<file path="src/rtl/pipe_stage_skid_reg.sv">
// Generic pipeline stage register with a 2-entry skid buffer and valid/ready handshake.
// in_ready is registered, so a stall is absorbed by the skid entry and no word is lost.
module pipe_stage_skid_reg #(
  parameter int                 DATA_W         = 32,
  parameter logic [DATA_W-1:0]  BUBBLE_VAL     = {DATA_W{1'b0}},
  parameter bit                 CLEAR_ON_EMPTY = 1'b1,
  parameter int                 CNT_W          = 16
) (
  input  logic              clk,
  input  logic              rst,
  input  logic              flush,
  input  logic              in_valid,
  output logic              in_ready,
  input  logic [DATA_W-1:0] in_data,
  output logic              out_valid,
  input  logic              out_ready,
  output logic [DATA_W-1:0] out_data,
  output logic [1:0]        occupancy,
  output logic [CNT_W-1:0]  stall_cnt
);

  typedef enum logic [1:0] {
    ST_EMPTY = 2'd0,
    ST_ONE   = 2'd1,
    ST_TWO   = 2'd2
  } state_t;

  localparam logic [CNT_W-1:0] CNT_MAX = {CNT_W{1'b1}};

  state_t              state_r, state_nxt_s;
  logic [DATA_W-1:0]   main_r, main_nxt_s;
  logic [DATA_W-1:0]   skid_r, skid_nxt_s;
  logic                in_ready_r;
  logic                out_valid_r;
  logic [1:0]          occupancy_r;
  logic [CNT_W-1:0]    stall_cnt_r;
  logic                in_xfer_s;
  logic                stall_inc_s;

  function automatic logic [1:0] occ_of(input state_t st);
    case (st)
      ST_EMPTY: occ_of = 2'd0;
      ST_ONE:   occ_of = 2'd1;
      ST_TWO:   occ_of = 2'd2;
      default:  occ_of = 2'd0;
    endcase
  endfunction

  assign in_xfer_s   = in_valid & in_ready_r;
  assign stall_inc_s = out_valid_r & ~out_ready & (stall_cnt_r != CNT_MAX);

  // Next-state and payload routing; main always holds the older word.
  always_comb begin
    state_nxt_s = state_r;
    main_nxt_s  = main_r;
    skid_nxt_s  = skid_r;
    case (state_r)
      ST_EMPTY: begin
        if (in_xfer_s) begin
          state_nxt_s = ST_ONE;
          main_nxt_s  = in_data;
        end else begin
          state_nxt_s = ST_EMPTY;
        end
      end
      ST_ONE: begin
        if (in_xfer_s && out_ready) begin
          state_nxt_s = ST_ONE;
          main_nxt_s  = in_data;
        end else if (in_xfer_s) begin
          state_nxt_s = ST_TWO;
          skid_nxt_s  = in_data;
        end else if (out_ready) begin
          state_nxt_s = ST_EMPTY;
          main_nxt_s  = CLEAR_ON_EMPTY ? BUBBLE_VAL : main_r;
        end else begin
          state_nxt_s = ST_ONE;
        end
      end
      ST_TWO: begin
        if (out_ready) begin
          state_nxt_s = ST_ONE;
          main_nxt_s  = skid_r;
        end else begin
          state_nxt_s = ST_TWO;
        end
      end
      default: begin
        state_nxt_s = ST_EMPTY;
        main_nxt_s  = BUBBLE_VAL;
        skid_nxt_s  = BUBBLE_VAL;
      end
    endcase
  end

  // State, payload and status registers; flush keeps the stall count.
  always_ff @(posedge clk) begin
    if (rst) begin
      state_r     <= ST_EMPTY;
      main_r      <= BUBBLE_VAL;
      skid_r      <= BUBBLE_VAL;
      in_ready_r  <= 1'b1;
      out_valid_r <= 1'b0;
      occupancy_r <= 2'd0;
      stall_cnt_r <= {CNT_W{1'b0}};
    end else if (flush) begin
      state_r     <= ST_EMPTY;
      main_r      <= BUBBLE_VAL;
      skid_r      <= BUBBLE_VAL;
      in_ready_r  <= 1'b1;
      out_valid_r <= 1'b0;
      occupancy_r <= 2'd0;
    end else begin
      state_r     <= state_nxt_s;
      main_r      <= main_nxt_s;
      skid_r      <= skid_nxt_s;
      in_ready_r  <= (state_nxt_s != ST_TWO);
      out_valid_r <= (state_nxt_s != ST_EMPTY);
      occupancy_r <= occ_of(state_nxt_s);
      if (stall_inc_s) begin
        stall_cnt_r <= stall_cnt_r + CNT_W'(1);
      end else begin
        stall_cnt_r <= stall_cnt_r;
      end
    end
  end

  assign in_ready  = in_ready_r;
  assign out_valid = out_valid_r;
  assign out_data  = main_r;
  assign occupancy = occupancy_r;
  assign stall_cnt = stall_cnt_r;

endmodule

</file>
<file path="config.mk">
export PLATFORM = sky130hd
export DESIGN_NAME = pipe_stage_skid_reg
export DESIGN_NICKNAME = d
export VERILOG_FILES = /design/src/rtl/pipe_stage_skid_reg.sv
export SDC_FILE = /design/constraint.sdc
export NUM_CORES = 1
export LEC_CHECK = 0
export ABC_CLOCK_PERIOD_IN_PS = 2600
export BUFFER_PORTS_ARGS = -buffer_cell sky130_fd_sc_hd__buf_2
export CAP_MARGIN = 15
export CORE_ASPECT_RATIO = 0.6
export CORE_MARGIN = 4
export CORE_UTILIZATION = 32
export DETAILED_ROUTE_END_ITERATION = 8
export GPL_TIMING_DRIVEN = 0
export SLEW_MARGIN = 20
export SYNTH_ARGS = -nofsm -noshare
export SYNTH_HDL_FRONTEND = slang
export SYNTH_SLANG_ARGS = --single-unit
</file>
<file path="constraint.sdc">
create_clock -name clk -period 2.6 [get_ports clk]
set_input_delay 0.26 -clock clk [delete_from_list [all_inputs] [get_ports clk]]
set_output_delay 0.26 -clock clk [all_outputs]
set_load 0.005 [all_outputs]
</file>
Word-level counts from Yosys, hierarchy flattened
Cells that the tools add are included.
{"block": "word_totals", "output_inout_bits": 52, "regBits": 86, "input_bits": 37}
{"block": "op_classes", "addsub": 1, "eq_ne": 12, "n_reduce_logical": 8, "mux": 15, "n_bitwise": 6}
{"op": "$mux W32", "n": 6}
{"op": "$pmux W32 S3", "n": 1}
{"op": "$pmux W32 S2", "n": 1}
{"op": "$add A16 B1 Y16 const B", "n": 1}
{"op": "$ne A16 B16 Y1 const B", "n": 1}
{"op": "$ne A2 B2 Y1 const B", "n": 5}
{"op": "$mux W2", "n": 3}
{"op": "$ne A3 B3 Y1 const B", "n": 2}
{"op": "$pmux W2 S3", "n": 1}
{"op": "$eq A2 B1 Y1 const B", "n": 2}
{"op": "$eq A2 B2 Y1 const B", "n": 2}
{"op": "$pmux W2 S2", "n": 1}
{"op": "$reduce_and A4 Y1", "n": 1}
{"op": "$reduce_or A2 Y1", "n": 2}
{"op": "$and A1 B1 Y1", "n": 3}
{"op": "$not A1 Y1", "n": 3}
{"op": "$reduce_and A3 Y1", "n": 1}
{"op": "$logic_not A2 Y1", "n": 1}
{"op": "$mux W1", "n": 2}
{"op": "$reduce_and A2 Y1", "n": 1}
{"op": "$reduce_bool A2 Y1", "n": 1}
{"op": "$logic_and A1 B1 Y1", "n": 1}

Logic depth before layout (Yosys ltp)
{"block": "logic_depth", "depth_word": 6, "ltp_mapped": 6}

Least setup slack after synthesis
No wires, ideal clock.
{"block": "synth_timing", "path_type": "register to register", "start": "register out_valid_r, in the netlist out_valid", "end": "register stall_cnt_r[11], in the netlist stall_cnt[11]", "path_stages_with_launch": 6, "period_less_slack_ns": 1.977, "arrival_ns": 1.857, "required_time_ns": 2.479, "setup_slack_ns": 0.623, "path_cell_list": "dfxtp_1 > or3b_1 > buf_6 > or4_4 > a211oi_2 > mux2_2"}
{"block": "synth_via", "elab_chain_cells": 3}
{"item": "start: declaration", "line_no": "34", "text": "logic out_valid_r;"}
{"item": "start signal: assignment", "line_no": "118", "text": "out_valid_r <= (state_nxt_s != ST_EMPTY);"}
{"item": "$and A1 B1 Y1 (2 in series)", "line_no": "50", "text": "assign stall_inc_s = out_valid_r & ~out_ready & (stall_cnt_r != CNT_MAX);"}
{"item": "$reduce_and A2 Y1 (no line)"}
{"item": "end signal: assignment", "line_no": "105", "text": "stall_cnt_r <= {CNT_W{1'b0}};"}
{"item": "end signal: assignment", "line_no": "121", "text": "stall_cnt_r <= stall_cnt_r + CNT_W'(1);"}
{"item": "end signal: assignment", "line_no": "123", "text": "stall_cnt_r <= stall_cnt_r;"}
{"item": "end: declaration", "line_no": "36", "text": "logic [CNT_W-1:0] stall_cnt_r;"}
No other way between the ends.
A chain may end at the register's enable or synchronous reset.

Worst setup path after layout
{"block": "layout_timing", "start": "register state_r[1]", "end": "register main_r[16], in the netlist out_data[16]"}
{"block": "layout_via", "elab_chain_cells": 3, "word_cells_on_any_way": 9}
{"item": "start: declaration", "line_no": "30", "text": "state_t state_r, state_nxt_s;"}
{"item": "start signal: assignment", "line_no": "114", "text": "state_r <= state_nxt_s;"}
{"item": "$eq A2 B1 Y1 (tied with other cells)", "line_no": "57", "text": "case (state_r)"}
{"item": "$ne A3 B3 Y1 (no line) / $ne A2 B2 Y1 (equally long branches)"}
{"item": "$reduce_and A4 Y1 (no line)"}
{"item": "end signal: assignment", "line_no": "115", "text": "main_r <= main_nxt_s;"}
{"item": "end: declaration", "line_no": "31", "text": "logic [DATA_W-1:0] main_r, main_nxt_s;"}
Parallel ways exist; a longest one is shown, timed or not.

==> metrics.yaml <==
status:
  status: "finished, final reports clean"
clock_network:
  cts_buffers: 9
  root_buffer: "clkbuf_16"
  h-tree-depth: 3
  cts_resized: 0
  post_cts_buffers: 0
  clk_path_buf_depth: 2
  clk_pin_slew_worst_paths_ns: 0.06
  cts_tree: "done"
  cts_num_sinks: 86
  clk_latency_ns: 0.33
  hold_buffers: 0
global_routing:
  grt_max_degree: 14
  grtUsageTotal: 0.1604
  grt_pass1_vias: 3195
  grt_first_pass_wirelength_mm: 16.28
  antenna_found_initial: 0
  overflow: 0
pwr:
  p_seq_frac: 0.474
  power_leakage_nw: 1.729
  power.internal_mw: 2.239
  p_clk_frac: 0.451
  power_density_nw_per_um2: 646.0
  p_comb_frac: 0.075
  p_sw_uw: 645.5
  swShare: 0.2238
  peakVddDrop_uv: 374.3
synthesis:
  ys_dominant_reg_cell: "dfxtp_1"
  synthCells: 387
  synth_top_area_share: 0.4845
  synth_cell_type_count: 39
  synth_area_sq_um: 3553
  ys_async_sr_fraction: 0
  ys_seq_area_frac: 0.4845
  yosys_register_bits: 86
  synth_edf_count: 0
  yosys-top-cells-area: "dfxtp_1 (48%), a22oi_1 (14%), a221o_1 (9.0%)"
  synth_fp_nets: 425
  synth_top_cell_by_area: "dfxtp_1"
  synth_warnings: 0
  avgSynthCellArea_sq_um: 9.182
sta:
  period_share: 0.8439
  skew_ns: 0.005686
  slew_violations: 0
  fmax_ghz: 0.4558
  fin_setup_tns_ns: 0
  finalHoldViolations: 0
  layout_setup_ws_ns: 0.4060
  tightestPinTransition_ns: 0.8848
  final-setup-viol-count: 0
  slew_headroom: 0.4047
  min_period_ns: 2.194
  finalHoldWorstSlack_ns: 0.1854
  rsz0062_at_grt: "false"
critical_path:
  worstPathArrival_ns: 2.46
  crit_path_end_kind: "flop"
  cp_max_fo: 10
  rr_worst_depth: 6
  critical_path.cell_chain: "nor2b_1 > clkbuf_1 > o21bai_1 > a21oi_1 > clkbuf_1 > a221o_1"
  worst-path-buf-inv: 2
  worst-r2r-setup-slack_ns: 0.41
  critical_path_required_ns: 2.87
  startpoint_type: "flop"
  cpPeakStageDelay_ns: 0.48
  crit_type: "flop to flop"
  path_delay_family: "buffers and inverters"
  rr_endpoint: "out_data[16]$_SDFFE_PP0P_"
  timing.rr.start: "state_r[1]$_SDFF_PP0_"
  cp_common_cell: "clkbuf_1"
  cp_slowest_cell: "clkbuf_1"
layout:
  antenna_cells: 0
  stdcell_area_sq_um: 4466
  syn2layout_area_growth_pct: 25.67
  nNetsFinal: 523
  final_cell_mix: "buf_2 (88), dfxtp_1 (86), nor2_1 (74)"
  final_common_cell: "buf_2"
  drive_above_1_share: 0.2286
place:
  pre_cts_ws_ns: 0.2187
  gp_congestion: 0.8215
  dpl-instance-area_sq_um: 4163
  port-buffer-count: 87
  dp_hpwl_mm: 7.236
detailed_routing:
  vias: 3461
  routed_wl_mm: 10.13
  post_drt_wl_per_cell_um: 16.10
  antenna_left: 0
  drt_first_pass_iters: 5
  drcViolationCount: 0
  routed_via_density: 5.502
  drt_iter0_drc: 333
hold_path:
  holdPathStages: 2
  min_to: "out_data[31]$_SDFFE_PP0P_"
  holdCritStartpoint: "in_data[31]"
  hp-class: "input pin to flop"
die:
  die_x_um: 144.0
  core_region_area_sq_um: 10700
  num_rows: 29
  dieArea_sq_um: 12910
  start_util: 0.3320
  die_h_um: 89.63
  num_io_pins: 89
flow_run:
  drv_cap: 0
## worst max-delay path by stage
| stage | from | to | slack [ns] | cells after the start |
|---|---|---|---|---|
| 2_1_floorplan | out_valid$_SDFF_PP0_ | stall_cnt[11]$_SDFFE_PP0P_ | 0.62 | 5 |
| 3_3_place_gp | rst | out_data[1]$_SDFFE_PP0P_ | 0.27 | 5 |
| 3_5_place_dp | rst | out_data[16]$_SDFFE_PP0P_ | 0.22 | 5 |
| 4_1_cts | state_r[1]$_SDFF_PP0_ | out_data[16]$_SDFFE_PP0P_ | 0.43 | 6 |
| 5_1_grt | state_r[1]$_SDFF_PP0_ | out_data[11]$_SDFFE_PP0P_ | 0.12 | 6 |
| 6_report | state_r[1]$_SDFF_PP0_ | out_data[16]$_SDFFE_PP0P_ | 0.41 | 6 |
## stage by stage
step	utilization	total power [mW]	instances
floorplan	-	1.507	387
global placement	0.3889	1.608	613
detailed placement	0.3889	1.613	613
CTS	0.4172	2.925	629
global route	0.4172	3.008	629
finish	0.4172	2.885	629
## cell usage after synthesis (6+ instances only)
cell type  instances
o21ai_0            6
inv_1              7
a22oi_1           64
a21oi_1           11
nand2_1           10
nor2_1            74
nor4_1             6
dfxtp_1           86
clkbuf_1          28
a221o_1           32
## registers in the layout, indices dropped and copies added, names as in the netlist
name       flops
state_r        2
in_ready       1
out_valid      1
skid_r        32
stall_cnt     16
out_data      32
occupancy      2
## layer usage
metal | part of all wire | track usage | vias up
met3 | 0.069 | 0.04339 | 9
met5 | 0 | 0 | -
met1 | 0.50 | 0.2283 | 1637
met4 | 0.010 | 0.05299 | 0
met2 | 0.42 | 0.2363 | 140
li1 | - | - | 1675
## cell type report
| cell class | instances | area (sq um) |
|---|---|---|
| Buffer | 31 | 125.1 |
| Sequential cell | 86 | 1722 |
| Clock inverter | 3 | 42.54 |
| Multi-Input combinational cell | 263 | 1680 |
| Timing Repair Buffer | 87 | 435.4 |
| Inverter | 7 | 26.28 |
| Tap cell | 139 | 173.9 |
| Clock buffer | 13 | 260.3 |
| Fill cell | 1081 | 6238 |
## cell families after synthesis
group | synth area share
AOI/OAI and AO/OA | 0.2870
and+or+nand+nor | 0.1704
DFF | 0.4845
buffers and inverters | 0.04260
muxes | 0.01197
adders and majority gates | 0.003521
## power groups by stage
stage / sequential [mW] / clock [mW] / combinational [mW]
finish: 1.37 / 1.30 / 0.217
global route: 1.37 / 1.40 / 0.242
CTS: 1.37 / 1.34 / 0.218
detailed placement: 1.40 / 0 / 0.216
global placement: 1.40 / 0 / 0.212
floorplan: 1.40 / 0 / 0.110
## worst reg2reg max path: cells and delay by family, from the launching register on
family | cells | cell delay, ns
buffers and inverters | 2 | 0.79
AND/OR/NAND/NOR | 1 | 0.16
flip-flops | 1 | 0.43
AO/OA/AOI/OAI | 3 | 0.77
Note: power is estimated with default switching activity, not from simulation.
